### src/rtl/multicycle_control32.sv
// Multi-cycle MIPS control unit: walks each instruction through FETCH/DECODE/EXEC/MEM/WB
// and emits one-cycle datapath strobes, with a parameterised memory access latency.
module multicycle_control32 #(
    parameter int MEM_LATENCY = 1,
    parameter int CNT_W       = 4
) (
    input  logic       clock,
    input  logic       reset,
    input  logic [5:0] Opcode,
    input  logic [5:0] Function_opcode,
    input  logic       Zero,
    input  logic       stall,
    output logic [2:0] state,
    output logic       MemRead,
    output logic       IRWrite,
    output logic       PCInc,
    output logic       PCWrite,
    output logic       RegWrite,
    output logic       MemWrite,
    output logic       RegDST,
    output logic       ALUSrc,
    output logic       MemtoReg,
    output logic       Jr,
    output logic       Jmp,
    output logic       Jal,
    output logic       Branch,
    output logic       nBranch,
    output logic       I_format,
    output logic       Sftmd,
    output logic [1:0] ALUOp,
    output logic       illegal,
    output logic       instr_done
);

    localparam logic [2:0] S_FETCH  = 3'd0;
    localparam logic [2:0] S_DECODE = 3'd1;
    localparam logic [2:0] S_EXEC   = 3'd2;
    localparam logic [2:0] S_MEM    = 3'd3;
    localparam logic [2:0] S_WB     = 3'd4;

    localparam logic [CNT_W-1:0] RELOAD = CNT_W'(MEM_LATENCY - 1);

    logic [CNT_W-1:0] cnt;
    logic [CNT_W-1:0] next_cnt;
    logic [2:0]       next_state;
    logic             r_format, lw_op, sw_op, legal_op;
    logic             mem_read_raw, ir_write_raw, pc_inc_raw, pc_write_raw;
    logic             reg_write_raw, mem_write_raw, illegal_raw, done_raw;
    logic             block_strobes;

    // Decode levels follow the single-cycle control32 encoding exactly
    assign r_format = (Opcode == 6'b000000);
    assign I_format = (Opcode[5:3] == 3'b001);
    assign lw_op    = (Opcode == 6'b100011);
    assign sw_op    = (Opcode == 6'b101011);
    assign Branch   = (Opcode == 6'b000100);
    assign nBranch  = (Opcode == 6'b000101);
    assign Jmp      = (Opcode == 6'b000010);
    assign Jal      = (Opcode == 6'b000011);
    assign Jr       = r_format && (Function_opcode == 6'b001000);
    assign RegDST   = r_format;
    assign ALUSrc   = I_format || lw_op || sw_op;
    assign MemtoReg = lw_op;
    assign Sftmd    = r_format && (Function_opcode[5:3] == 3'b000);
    assign ALUOp    = {(r_format || I_format), (Branch || nBranch)};
    assign legal_op = r_format || I_format || lw_op || sw_op || Branch || nBranch || Jmp || Jal;

    always_comb begin
        next_state    = state;
        next_cnt      = cnt;
        mem_read_raw  = 1'b0;
        ir_write_raw  = 1'b0;
        pc_inc_raw    = 1'b0;
        pc_write_raw  = 1'b0;
        reg_write_raw = 1'b0;
        mem_write_raw = 1'b0;
        illegal_raw   = 1'b0;
        done_raw      = 1'b0;
        case (state)
            S_FETCH: begin
                mem_read_raw = 1'b1;
                if (cnt == '0) begin
                    ir_write_raw = 1'b1;
                    pc_inc_raw   = 1'b1;
                    next_cnt     = RELOAD;
                    next_state   = S_DECODE;
                end else begin
                    next_cnt = cnt - CNT_W'(1);
                end
            end
            S_DECODE: begin
                if (Jmp || Jal || Jr) begin
                    pc_write_raw  = 1'b1;
                    reg_write_raw = Jal;
                    done_raw      = 1'b1;
                    next_state    = S_FETCH;
                end else if (!legal_op) begin
                    illegal_raw = 1'b1;
                    done_raw    = 1'b1;
                    next_state  = S_FETCH;
                end else begin
                    next_state = S_EXEC;
                end
            end
            S_EXEC: begin
                if (Branch || nBranch) begin
                    pc_write_raw = Branch ? Zero : ~Zero;
                    done_raw     = 1'b1;
                    next_state   = S_FETCH;
                end else if (lw_op || sw_op) begin
                    next_cnt   = RELOAD;
                    next_state = S_MEM;
                end else begin
                    next_state = S_WB;
                end
            end
            S_MEM: begin
                mem_read_raw = lw_op;
                if (cnt == '0) begin
                    next_cnt = RELOAD;
                    if (lw_op) begin
                        next_state = S_WB;
                    end else begin
                        mem_write_raw = sw_op;
                        done_raw      = 1'b1;
                        next_state    = S_FETCH;
                    end
                end else begin
                    next_cnt = cnt - CNT_W'(1);
                end
            end
            S_WB: begin
                reg_write_raw = 1'b1;
                done_raw      = 1'b1;
                next_state    = S_FETCH;
            end
            default: begin
                next_cnt   = RELOAD;
                next_state = S_FETCH;
            end
        endcase
    end

    // Reset and stall both suppress every strobe so nothing half-finished reaches the datapath
    assign block_strobes = reset || stall;
    assign MemRead    = mem_read_raw  && !block_strobes;
    assign IRWrite    = ir_write_raw  && !block_strobes;
    assign PCInc      = pc_inc_raw    && !block_strobes;
    assign PCWrite    = pc_write_raw  && !block_strobes;
    assign RegWrite   = reg_write_raw && !block_strobes;
    assign MemWrite   = mem_write_raw && !block_strobes;
    assign illegal    = illegal_raw   && !block_strobes;
    assign instr_done = done_raw      && !block_strobes;

    always_ff @(posedge clock) begin
        if (reset) begin
            state <= S_FETCH;
            cnt   <= RELOAD;
        end else if (!stall) begin
            state <= next_state;
            cnt   <= next_cnt;
        end
    end

endmodule

### config.mk
export PLATFORM = sky130hd
export DESIGN_NAME = multicycle_control32
export DESIGN_NICKNAME = d
export VERILOG_FILES = /design/src/rtl/multicycle_control32.sv
export SDC_FILE = /design/constraint.sdc
export NUM_CORES = 1
export LEC_CHECK = 0
export BUFFER_PORTS_ARGS = -buffer_cell sky130_fd_sc_hd__buf_2
export CORE_MARGIN = 1
export CORE_UTILIZATION = 35
export CTS_CLUSTER_SIZE = 8
export DETAILED_ROUTE_END_ITERATION = 12
export SYNTH_ARGS = -nofsm -noshare
export SYNTH_HDL_FRONTEND = slang
export SYNTH_SLANG_ARGS = --single-unit
### constraint.sdc
create_clock -name clock -period 2.2 [get_ports clock]
set_clock_uncertainty 0.05 [all_clocks]
set_input_delay 0.11 -clock clock [delete_from_list [all_inputs] [get_ports clock]]
set_output_delay 0.11 -clock clock [all_outputs]
set_load 0.01 [all_outputs]
==> metrics.csv <==
metric;value;unit
depth of the worst register-to-register path;5;
Pint;0.240;mW
count of antenna diodes in the layout;0;
startpoint of the worst hold path;reset;
largest net degree at the start of global routing;19;
wire length of the first global-routing pass;3.55;mm
remaining max-slew budget at the tightest pin;57.9;%
highest-count cells in the layout ignoring fill and taps;sky130_fd_sc_hd__buf_2, sky130_fd_sc_hd__nand2_1, sky130_fd_sc_hd__nor2_1, sky130_fd_sc_hd__a21oi_1, sky130_fd_sc_hd__nand3_1;
CP Class;reg2out;
synthesis-to-layout area growth;29.1;%
per-cell routed wire length;12.1;um
Final Critical Period;2.00;ns
number of antenna violations at the first check in global routing;0;
Floorplan Core Area;2000;um2
final net count;169;
count of flip-flops with a built-in enable after synthesis;0;
result of the run;finished, final reports clean;
top routing layer used;met3;
gp weighted congestion;0.930;
Iteration-0 DRC Markers;28;
Achievable Freq;0.500;GHz
average via count per standard cell;5.40;
terminus of the critical flop-to-flop path;cnt[0];
TNS Setup;0;ns
crit share post-route;90.8;%
register bit total from synthesis;7;
initial standard-cell utilization of the core;38.2;%
die area;2380;um2
share of total power in sequential cells;39.4;%
async set-or-reset flop fraction in the synthesized netlist;0;%
sw frac;30.6;%
data arrival time of the critical path;1.84;ns
antenna violation net count after detailed routing;0;
Max Buffers Root-to-Sink;2;
global router's overall resource usage;18.7;%
required time of the worst setup path;2.04;ns
height of the die;48.7;um
Post-CTS Repair Setup Buffers;0;
TritonCTS Sinks;7;
proportion of synthesized chip area in sequential cells;18.3;%
vias in the first global route;806;
number of cells upsized or downsized after cts;0;
critical path capture point type;output port;
CP endpoint;PCWrite;
number of violations of the max-capacitance limit;0;
r2r setup slk;0.30;ns
clock root buffer;sky130_fd_sc_hd__clkbuf_4;
worst IR drop on VDD;0.394;mV
fin cells;179;
count of input and output buffers;38;
RSZ-0062 raised after global routing;false;
final hold viol count;0;
Post-Synthesis Net Count;132;
leading cell type in the layout, fill and taps excluded;sky130_fd_sc_hd__buf_2;
DR vias;966;
Least-Margin Pin Slew;0.626;ns
cell total after placement;175;
synth warn;0;
metal1 wirelength;1.04;mm
Most used DFF post-synth;sky130_fd_sc_hd__dfxtp_1;
leak pwr;0.490;nW
die boundary width;48.7;um
Hold WC Path Type;in2reg;
Multi-input gate area;563;um2
instance count along the most critical hold path;2;
launch point of the worst path;state[1];
power density over cell area;349;nW/um2
later-pin clock latency in the skew report;0.24;ns
remaining global-route overflow;0;
number of pins with negative max-slew slack in the final report;0;
routed length on met3;118;um
cell area reported after detailed placement;961;um2
routed wire length on met2;1.01;mm
Post-Synthesis Cell Area;764;um2
TritonCTS Buffers;3;
CTS tree;done;
Post-Syn Area per Cell;6.59;um2
number of levels in the clock H-tree;1;
total number of placement rows;16;
register area;140;um2
kind of launch point of the worst setup path;flop;
worst flop-to-flop path startpoint;state[0];
count of TritonRoute iterations in the first routing pass;4;
part of the power in the clock network;32.1;%
post-synth cell types;43;
final standard cell area without fillers;987;um2
number of top-level pins;39;
final count of negative-setup-slack endpoints;0;
Net Switching;0.105;mW
share of power burned in combinational logic;28.5;%
share of cells above drive strength 1;32.2;%
cells after synthesis;116;
post-detailed-placement half-perimeter wirelength;1.76;mm
# DRC;0;
post-detailed-routing wire length;2.17;mm
Crit Path Max Fanout;13;
hold-fix buffer count after cts;0;
CTS clk-pin slew, worst paths;0.05;ns
number of fill cells in the layout;219;
==> how the worst min path moves through the flow <==
stage	endpoint	slack, ns
after floorplan	Sftmd	0.22
after global placement	cnt[0]	0.38
after detailed placement	cnt[0]	0.38
after CTS	cnt[0]	0.12
after global routing	cnt[0]	0.13
final	cnt[0]	0.12
==> state kept, by name, indices dropped and copies added (netlist names) <==
register and flops:
state 3, cnt 4
==> stage by stage <==
step | setup WS (ns) | util (%) | total power [mW] | hold slack, ns
CTS | 0.251 | 49.3 | 0.352 | 0.118
finish | 0.201 | 49.3 | 0.345 | 0.121
detailed placement | 0.307 | 48.0 | 0.237 | 0.383
global placement | 0.360 | 48.0 | 0.235 | 0.376
floorplan | 0.378 | - | 0.200 | 0.220
global route | 0.0571 | 49.3 | 0.370 | 0.127
==> critical path: stages, from the launching register on <==
cell                      delay (ns)
sky130_fd_sc_hd__dfxtp_1        0.56
sky130_fd_sc_hd__nor2b_1        0.23
sky130_fd_sc_hd__nor2b_1        0.23
sky130_fd_sc_hd__nand3_1        0.14
sky130_fd_sc_hd__o31a_1         0.12
sky130_fd_sc_hd__nor3_1         0.15
sky130_fd_sc_hd__buf_2          0.16
==> power groups by stage <==
stage	Sequential (mW)	Clock [mW]	Combinational [mW]
floorplan	0.135	0	0.0650
global placement	0.138	0	0.0974
detailed placement	0.138	0	0.0987
CTS	0.136	0.117	0.0987
global route	0.137	0.125	0.108
finish	0.136	0.111	0.0984
==> layer usage <==
metal	GRT usage, %	vias up
li1	-	499
met1	25.7	436
met2	29.2	31
met3	5.35	0
met4	2.94	0
met5	0	-
==> synthesized netlist by cell type, types with 2 or more instances <==
cell | number | area share, %
sky130_fd_sc_hd__nor4_1 | 4 | 3.3
sky130_fd_sc_hd__o22ai_1 | 2 | 1.6
sky130_fd_sc_hd__nor2b_1 | 3 | 2.5
sky130_fd_sc_hd__nand2_1 | 16 | 7.9
sky130_fd_sc_hd__o31ai_1 | 2 | 2.0
sky130_fd_sc_hd__nor4b_1 | 2 | 2.3
sky130_fd_sc_hd__clkbuf_1 | 5 | 2.5
sky130_fd_sc_hd__nor2_1 | 14 | 6.9
sky130_fd_sc_hd__inv_1 | 5 | 2.5
sky130_fd_sc_hd__dfxtp_1 | 7 | 18
sky130_fd_sc_hd__nand3_1 | 8 | 5.2
sky130_fd_sc_hd__or3_1 | 3 | 2.5
sky130_fd_sc_hd__nor3_1 | 4 | 2.6
sky130_fd_sc_hd__a22oi_1 | 2 | 2.0
sky130_fd_sc_hd__a21oi_1 | 9 | 5.9
sky130_fd_sc_hd__nand2b_1 | 3 | 2.5
==> cell type report <==
type	count	area share, %
inverters	5	1.90
multi-input cells	96	57.0
flip-flops and latches	7	14.2
clock buffers	4	2.66
well taps	27	3.42
repair buffers	40	20.8
==> cell families after synthesis <==
logic type / Yosys count / synth area share [%]
AOI/OAI and AO/OA: 28 / 26.7
xor gates and xnor gates: 2 / 2.29
buffers and inverters: 13 / 8.02
DFF: 7 / 18.3
and+or+nand+nor: 66 / 44.7
Note: power is estimated with default switching activity, not from simulation.
